==> config.mk <==
export PLATFORM = sky130hd
export DESIGN_NAME = mipi_tx_lane_seq
export DESIGN_NICKNAME = d
export VERILOG_FILES = /design/src/rtl/mipi_tx_lane_seq.sv
export SDC_FILE = /design/constraint.sdc
export NUM_CORES = 1
export LEC_CHECK = 0
export BUFFER_PORTS_ARGS = -buffer_cell sky130_fd_sc_hd__buf_4
export CORE_AREA = 8 8 50 72
export CTS_CLUSTER_DIAMETER = 60
export DETAILED_ROUTE_END_ITERATION = 6
export DIE_AREA = 0 0 58 80
export PLACE_DENSITY_LB_ADDON = 0.25
export SETUP_SLACK_MARGIN = 0.15
export SYNTH_ARGS = -nofsm -noshare
export SYNTH_HDL_FRONTEND = slang
export SYNTH_SLANG_ARGS = --single-unit
==> constraint.sdc <==
create_clock -name CLK_IN -period 6.2 [get_ports CLK_IN]
set_clock_uncertainty 0.1 [all_clocks]
set_input_delay 0.93 -clock CLK_IN [delete_from_list [all_inputs] [get_ports CLK_IN]]
set_output_delay 0.93 -clock CLK_IN [all_outputs]
set_load 0.01 [all_outputs]
==> src/rtl/mipi_tx_lane_seq.sv <==
// D-PHY lane sequencer: turns a valid/ready/last byte stream into one
// LP-11 -> LP-01 -> LP-00 -> HS-zero -> sync -> payload -> trail -> LP-11
// burst for a MIPI_TX lane. Every output is a register on CLK_IN.
module mipi_tx_lane_seq #(
  parameter int T_LPX     = 1,
  parameter int T_PREPARE = 1,
  parameter int T_ZERO    = 3,
  parameter int T_TRAIL   = 2
) (
  input  logic       CLK_IN,
  input  logic       RST,
  input  logic       TX_REQ,
  input  logic [7:0] TX_DATA,
  input  logic       TX_VALID,
  input  logic       TX_LAST,
  output logic       TX_READY,
  output logic       UNDERRUN,
  output logic       BUSY,
  output logic [7:0] HS_TX_DATA,
  output logic       HS_TXD_VALID,
  output logic       HS_EN,
  output logic       LP_EN,
  output logic       TX_LP_DP,
  output logic       TX_LP_DN
);

  generate
    if (T_LPX < 1 || T_LPX > 255 || T_PREPARE < 1 || T_PREPARE > 255 ||
        T_ZERO < 1 || T_ZERO > 255 || T_TRAIL < 1 || T_TRAIL > 255) begin : g_bad_param
      $fatal(1, "mipi_tx_lane_seq: timing parameters must be in 1..255");
    end
  endgenerate

  typedef enum logic [2:0] {
    S_IDLE, S_LPX, S_PREP, S_HSZ, S_SYNC, S_DATA, S_TRAIL, S_EXIT
  } state_t;

  localparam logic [7:0] LD_LPX    = 8'(T_LPX - 1);
  localparam logic [7:0] LD_PREP   = 8'(T_PREPARE - 1);
  localparam logic [7:0] LD_ZERO   = 8'(T_ZERO - 1);
  localparam logic [7:0] LD_TRAIL  = 8'(T_TRAIL - 1);
  localparam logic [7:0] SYNC_WORD = 8'hB8;

  state_t     r_state, w_state;
  logic [7:0] r_cnt, w_cnt;
  logic [7:0] r_hs_data, w_hs_data;
  logic       r_ready, w_ready;
  logic       r_underrun, w_underrun;
  logic       r_busy, w_busy;
  logic       r_hs_en, w_hs_en;
  logic       r_hs_valid, w_hs_valid;
  logic       r_lp_en, w_lp_en;
  logic       r_dp, w_dp;
  logic       r_dn, w_dn;
  logic [7:0] w_trail_word;

  // Trail level is the inverse of the last serialised bit (bit7, LSB-first).
  assign w_trail_word = {8{~r_hs_data[7]}};

  // Next-state, counter, data path and line levels for the state being entered.
  always_comb begin
    w_state    = r_state;
    w_cnt      = r_cnt;
    w_hs_data  = r_hs_data;
    w_ready    = 1'b0;
    w_underrun = 1'b0;
    w_lp_en    = 1'b1;
    w_dp       = 1'b1;
    w_dn       = 1'b1;
    w_hs_en    = 1'b0;
    w_hs_valid = 1'b0;

    case (r_state)
      S_IDLE: begin
        if (TX_REQ) begin
          w_state = S_LPX;
          w_cnt   = LD_LPX;
        end
      end
      S_LPX: begin
        if (r_cnt == '0) begin
          w_state = S_PREP;
          w_cnt   = LD_PREP;
        end else begin
          w_cnt = r_cnt - 8'd1;
        end
      end
      S_PREP: begin
        if (r_cnt == '0) begin
          w_state   = S_HSZ;
          w_cnt     = LD_ZERO;
          w_hs_data = '0;
        end else begin
          w_cnt = r_cnt - 8'd1;
        end
      end
      S_HSZ: begin
        if (r_cnt == '0) begin
          w_state   = S_SYNC;
          w_hs_data = SYNC_WORD;
          w_ready   = 1'b1;
        end else begin
          w_cnt = r_cnt - 8'd1;
        end
      end
      // TX_READY is already high while the sync word is on the lane, so SYNC
      // shares the accept logic with DATA; a missing byte there is an underrun
      // that sends no payload and trails on the sync word's bit7.
      S_SYNC, S_DATA: begin
        if (r_ready && TX_VALID) begin
          w_state   = S_DATA;
          w_hs_data = TX_DATA;
          w_ready   = ~TX_LAST;
        end else begin
          w_state    = S_TRAIL;
          w_cnt      = LD_TRAIL;
          w_hs_data  = w_trail_word;
          w_underrun = r_ready;
        end
      end
      S_TRAIL: begin
        if (r_cnt == '0) begin
          w_state   = S_EXIT;
          w_hs_data = '0;
        end else begin
          w_cnt = r_cnt - 8'd1;
        end
      end
      S_EXIT:  w_state = S_IDLE;
      default: w_state = S_IDLE;
    endcase

    case (w_state)
      S_LPX: w_dp = 1'b0;
      S_PREP: begin
        w_dp = 1'b0;
        w_dn = 1'b0;
      end
      S_HSZ, S_SYNC, S_DATA, S_TRAIL: begin
        w_lp_en    = 1'b0;
        w_dp       = 1'b0;
        w_dn       = 1'b0;
        w_hs_en    = 1'b1;
        w_hs_valid = 1'b1;
      end
      default: ;
    endcase

    w_busy = (w_state != S_IDLE);
  end

  // State and registered outputs; reset parks the lane in LP-11 at once.
  always_ff @(posedge CLK_IN or negedge RST) begin
    if (!RST) begin
      r_state    <= S_IDLE;
      r_cnt      <= '0;
      r_hs_data  <= '0;
      r_ready    <= 1'b0;
      r_underrun <= 1'b0;
      r_busy     <= 1'b0;
      r_hs_en    <= 1'b0;
      r_hs_valid <= 1'b0;
      r_lp_en    <= 1'b1;
      r_dp       <= 1'b1;
      r_dn       <= 1'b1;
    end else begin
      r_state    <= w_state;
      r_cnt      <= w_cnt;
      r_hs_data  <= w_hs_data;
      r_ready    <= w_ready;
      r_underrun <= w_underrun;
      r_busy     <= w_busy;
      r_hs_en    <= w_hs_en;
      r_hs_valid <= w_hs_valid;
      r_lp_en    <= w_lp_en;
      r_dp       <= w_dp;
      r_dn       <= w_dn;
    end
  end

  assign TX_READY     = r_ready;
  assign UNDERRUN     = r_underrun;
  assign BUSY         = r_busy;
  assign HS_TX_DATA   = r_hs_data;
  assign HS_TXD_VALID = r_hs_valid;
  assign HS_EN        = r_hs_en;
  assign LP_EN        = r_lp_en;
  assign TX_LP_DP     = r_dp;
  assign TX_LP_DN     = r_dn;

endmodule

==> results of run 1 <==
metal layers:
layer  up-vias  routed length, um
li1        571                  -
met1       594               1380
met2        36               1930
met3         6                234
met4         0                 49
met5         -                  0
flip-flops by register name, summed over array words and instances, names as in the netlist:
name and cells:
BUSY 1, LP_EN 1, TX_LP_DP 1, HS_TXD_VALID 1, r_state 3, HS_TX_DATA 8, TX_READY 1, TX_LP_DN 1
r_cnt 8, UNDERRUN 1
critical path: stages (launching register included):
cell and delay (ns):
dfrtp_1 0.80, and4b_1 0.41, a311oi_1 0.66, and2_1 0.35, a2bb2oi_1 0.21
metrics by stage:
stage | instance area (sq um) | std cells
floorplan | 1400 | 138
global placement | 1610 | 183
detailed placement | 1610 | 183
CTS | 1660 | 187
global route | 1660 | 187
finish | 1660 | 187
layout make-up:
type | instances | area, sq um | share of cell area, %
inverter | 10 | 37.5 | 2.26
clock buffer | 4 | 55.1 | 3.31
multi-input combinational | 94 | 676 | 40.6
sequential | 26 | 654 | 39.3
tap | 25 | 31.3 | 1.88
timing repair buffer | 28 | 210 | 12.6
logic make-up (layout without fill, tap and decap cells):
logic type	count (synthesis)	after routing
multiplexers	5	5
AO/OA/AOI/OAI	46	46
buffers and inverters	18	42
AND/OR/NAND/NOR	39	39
XOR/XNOR	3	3
adder cells (fa/ha/maj)	1	1
flip-flops	26	26
path summary, 6_finish.rpt:
path	startpoint	to	slack (ns)	cells after the start
max in group asynchronous	RST	TX_LP_DP	5.25	1
worst min register to register	HS_TX_DATA[2]	HS_TX_DATA[2]	0.42	1
worst max-delay path	r_state[1]	r_cnt[1]	3.58	4
min in group asynchronous	RST	UNDERRUN	0.46	1
worst max register to register	r_state[1]	r_cnt[1]	3.58	4
worst min-delay path	HS_TX_DATA[2]	HS_TX_DATA[2]	0.42	1
Yosys cell counts (3+ instances only):
cell      instances  share of area, %
a221o_1           4               2.9
o211ai_1          4               2.1
nor3_1            4               1.4
nand2_1           7               1.9
nor2_1            7               1.9
inv_1            10               2.7
and2_1            3               1.3
o21ai_0           5               1.8
a31oi_1           8               3.6
dfrtp_1          23                41
a21oi_1           8               2.9
clkbuf_1          5               1.3
mux2i_1           4               2.9
or3_1             4               1.8
dfstp_2           3               5.6
power breakdown:
group / switching (mW) / internal (mW) / leakage (nW)
clock network: 0.0527 / 0.0567 / 0.0288
registers: 0 / 0.170 / 0.269
logic: 0.00446 / 0.00482 / 0.453
total: 0.0572 / 0.231 / 0.751
==> results.yml, run 1 <==
sta:
  tns_ns: 0
  layout_min_cycle_time_ns: 2.62
  slew_headroom_pct: 48.0
  rsz0062_at_grt: "no"
  tightest_slew_ns: 0.770
  setup_viol: 0
  fmaxAchievable_mhz: 381
  finalHoldWorstSlack_ns: 0.422
  final_max_slew_viol_count: 0
  final_min_period_over_clock_period_pct: 42.3
  timing_hold_violations_final: 0
  finalWorstSetupSlack_ns: 3.58
grt:
  vias_in_the_first_global_route: 1235
  gr-usage-all-layers_pct: 16.0
  grt_max_degree: 27
  met2_usage_pct: 29.3
  use_met1_pct: 17.2
  antenna_found_initial: 0
  grt_use_met3_pct: 4.03
  grt_most_used_layer: "met2"
  first_pass_grt_wire_length_um: 5910
  grt-ovfl-total: 0
cts:
  htreeDepth: 1
  clkLatencyLatePin_ns: 0.27
  cts_buffers: 3
  cts.path.max_buffers: 2
  clk_root_buffer_cell: "clkbuf_8"
  cts-hold-fix-buffers: 0
  postCtsResizedCells: 0
  cts_setup_buffers: 0
  cts.sinks: 26
  clock_tree_from_tritoncts: "done"
  worst_setup_hold_path_clk_slew_ns: 0.09
logic_synthesis:
  synth_top_flop_cell: "dfrtp_1"
  synth_cells: 138
  post_synth_fa_ha_maj_area_fraction_pct: 0.892
  dominant_combinational_cell_family_by_area_after_synthesis: "compound AO/OA/AOI/OAI gates"
  yosysSeqAreaShare_pct: 46.7
  yosys_warnings: 0
  post_synth_instance_area_sq_um: 1400
  syn_avg_cell_area_sq_um: 10.2
  ys_seq_elements: 26
  synth_xor_xnor_area_share_pct: 1.87
  synthMuxAreaShare_pct: 3.66
  synth_net_count: 152
  synth-async-reset-ratio_pct: 100
  synth.lib_cells_used.distinct: 49
  yosys.area_share.simple_pct: 16.9
  compound_cell_area_share_of_the_yosys_netlist_pct: 24.8
  synth_edf_count: 0
routing:
  detail_route.iter0.violations: 34
  drt_drc_violations_left: 0
  drt-total-wl_um: 3600
  avgRoutedWirePerCell_um: 19.2
  drtAntennaViolNets: 0
  dr.pass1.iters: 4
  dr_total_vias: 1207
  avgViaCountPerCell: 6.45
die:
  core.rowCount: 23
  design.portCount: 29
  vert_die_dim_um: 80
  core_area_sq_um: 2590
  start_util_pct: 54.2
  fp.dieArea_sq_um: 4640
  die_width_um: 58
finish:
  nFillCells: 221
  final_cell_mix: "buf_4, dfrtp_1, inv_1"
  insertedDiodeCount: 0
  final_net_count: 177
  drive_gt1_share_pct: 26.5
  finish.utilization_pct: 64.3
  most_common_cell_after_layout_fill_and_taps_aside: "buf_4"
  area_delta_synth_final_pct: 18.6
pwr:
  power.static_leakage_nw: 0.751
  fin_total_pwr_uw: 288
  cellPowerDensity_nw_per_um2: 173
  peakVddDrop_v: 0.000104
setup_path:
  worstSetupEndpointType: "register"
  timing.setup.critical_path_class: "reg2reg"
  critical_path_required_ns: 6.28
  worst_path_arrival_time_ns: 2.70
  critical_path_peak_fanout: 21
  timing.critical_path.from_type: "register"
placement:
  globalplace.congestion: 0.926
  place.port_buffers: 28
  preCtsSetupSlack_ns: 3.47
  detailedPlacementHpwl_um: 2680
flow_run:
  timing.max_cap.violations: 0
hold_path:
  hold_class: "reg2reg"
run_status:
  outcome: "completed"
No activity file was read; power rests on OpenSTA's default activity.
==> run 2, diff against run 1 <==
Settings changed: CORE_AREA 8 8 50 72 to 8 8 54 78, DIE_AREA 0 0 58 80 to 0 0 62 86.
Clock period 6.2 ns to 2.16 ns, I/O delays scaled along.
==> run 2 against run 1 <==
  * Total power increased to 2.8 times the previous value
  * Die area increased by 15%
  * Worst hold slack got worse by 0.28 ns
  * Count of clock-buffer cells in the layout unchanged
  * Largest cell class unchanged
  * Critical path type unchanged
  * Combinational power increased to 3.0 times the previous value
  * Critical path depth increased by 2
  * Via count increased by 5.3%
  * Sequential share of layout area decreased by 3.4 points
==> results.yml, run 2 (synthesis gave the netlist of run 1 again) <==
sta:
  fmaxAchievable_mhz: 500
  final_max_slew_viol_count: 0
  tightest_slew_ns: 0.550
  layout_min_cycle_time_ns: 2.00
  finalWorstSetupSlack_ns: 0.159
  tns_ns: 0
  rsz0062_at_grt: "yes"
  setup_viol: 0
  final_min_period_over_clock_period_pct: 92.7
  finalHoldWorstSlack_ns: 0.137
  timing_hold_violations_final: 0
  slew_headroom_pct: 63.1
finish:
  nFillCells: 259
  drive_gt1_share_pct: 34.8
  insertedDiodeCount: 0
  final_net_count: 193
  area_delta_synth_final_pct: 30.0
  most_common_cell_after_layout_fill_and_taps_aside: "buf_4"
  final_cell_mix: "buf_4, dfrtp_1, inv_1, a21oi_1, a31oi_1"
setup_path:
  timing.critical_path.slowest_cell_delay_ns: 0.50
  critPathTopFamily: "simple AND/OR/NAND/NOR gates"
  critical_path_required_ns: 2.21
  cpMaxStageDelayCell: "or4b_4"
  timing.setup.critical_path_class: "reg2reg"
  critPathBufInv: 1
  worstSetupEndpointType: "register"
  critical_path.cell_chain: "inv_2, ha_4, or4b_4, o31ai_4, nand2_4, a221o_1"
  critical_path_peak_fanout: 5
  timing.critical_path.from_type: "register"
  worst_path_arrival_time_ns: 2.05
  r2r_slack_ns: 0.16
flow_run:
  timing.max_cap.violations: 0
placement:
  preCtsSetupSlack_ns: 0.0236
  place.port_buffers: 28
  globalplace.congestion: 0.940
  detailedPlacementHpwl_um: 2650
routing:
  drtAntennaViolNets: 0
  detail_route.iter0.violations: 71
  avgViaCountPerCell: 5.83
  drt-total-wl_um: 3550
  dr.pass1.iters: 4
  dr_total_vias: 1271
  avgRoutedWirePerCell_um: 16.3
  drt_drc_violations_left: 0
cts:
  clkLatencyLatePin_ns: 0.26
  htreeDepth: 1
  clk_root_buffer_cell: "clkbuf_8"
  clock_tree_from_tritoncts: "done"
  cts.path.max_buffers: 2
  cts.sinks: 26
  cts_buffers: 3
  worst_setup_hold_path_clk_slew_ns: 0.08
pwr:
  peakVddDrop_v: 0.000329
  power.static_leakage_nw: 0.821
  cellPowerDensity_nw_per_um2: 447
grt:
  gr-usage-all-layers_pct: 14.7
  antenna_found_initial: 0
  grt-ovfl-total: 0
  vias_in_the_first_global_route: 1322
  first_pass_grt_wire_length_um: 6110
  grt_max_degree: 27
hold_path:
  hold_class: "in2reg"
die:
  core_area_sq_um: 3100
  die_width_um: 62
  fp.dieArea_sq_um: 5330
  start_util_pct: 45.3
  design.portCount: 29
  vert_die_dim_um: 86
  core.rowCount: 25
run_status:
  outcome: "completed"
run 2: cell count changes in the layout (fill, tap and decap cells not counted), sizes merged:
cell	before	now
dlygate4sd3	0	1
buf	28	43
run 2: routing by layer:
metal  up-vias  part of all wire, %  global-route usage, %
met1       622                   38                   16.1
met5         -                    0                      0
met3         6                  8.7                   2.84
li1        602                    -                      -
met2        41                   52                   25.5
met4         0                  1.6                   6.25
run 2: timing repair:
| action | CTS | global route |
|---|---|---|
| endpoints found under the setup margin | 7 | 9 |
| setup buffers | 4 | 0 |
| pin swaps | 3 | 1 |
| resized for setup | 3 | 2 |
| hold buffers | 1 | 0 |
| endpoints found under the hold margin | 23 | 0 |
run 2: final timing paths:
kind                               start            end  cells after the start
min in group asynchronous            RST       UNDERRUN                      2
setup reg to reg                r_cnt[0]  HS_TX_DATA[6]                      6
setup / recovery                r_cnt[0]  HS_TX_DATA[6]                      6
hold reg to reg            HS_TX_DATA[0]  HS_TX_DATA[0]                      1
max in group asynchronous            RST          LP_EN                      2
hold / removal                   TX_LAST       TX_READY                      2
run 2: final cells by class:
class	count	area, sq um	share of cell area, %
Timing Repair Buffer	44	333	18.3
Multi-Input combinational cell	94	693	38.0
Sequential cell	26	654	35.9
Tap cell	40	50.0	2.75
Inverter	10	37.5	2.06
Clock buffer	4	55.1	3.02
run 2: power breakdown:
group	switching (mW)	internal, mW	total, mW
clock	0.139	0.163	0.301
sequential	0	0.487	0.487
combinational	0.0128	0.0150	0.0278
total	0.152	0.664	0.816
run 2: per-stage QoR:
| stage | area [sq um] | instances | total power, mW | utilization [%] |
|---|---|---|---|---|
| 3_3_place_gp | 1710 | 209 | 0.523 | 55.3 |
| 4_1_cts | 1820 | 218 | 0.833 | 58.7 |
| 6_report | 1820 | 218 | 0.816 | 58.9 |
| 3_5_place_dp | 1710 | 209 | 0.523 | 55.3 |
| 5_1_grt | 1820 | 218 | 0.851 | 58.9 |
| 2_1_floorplan | 1410 | 138 | 0.496 | - |
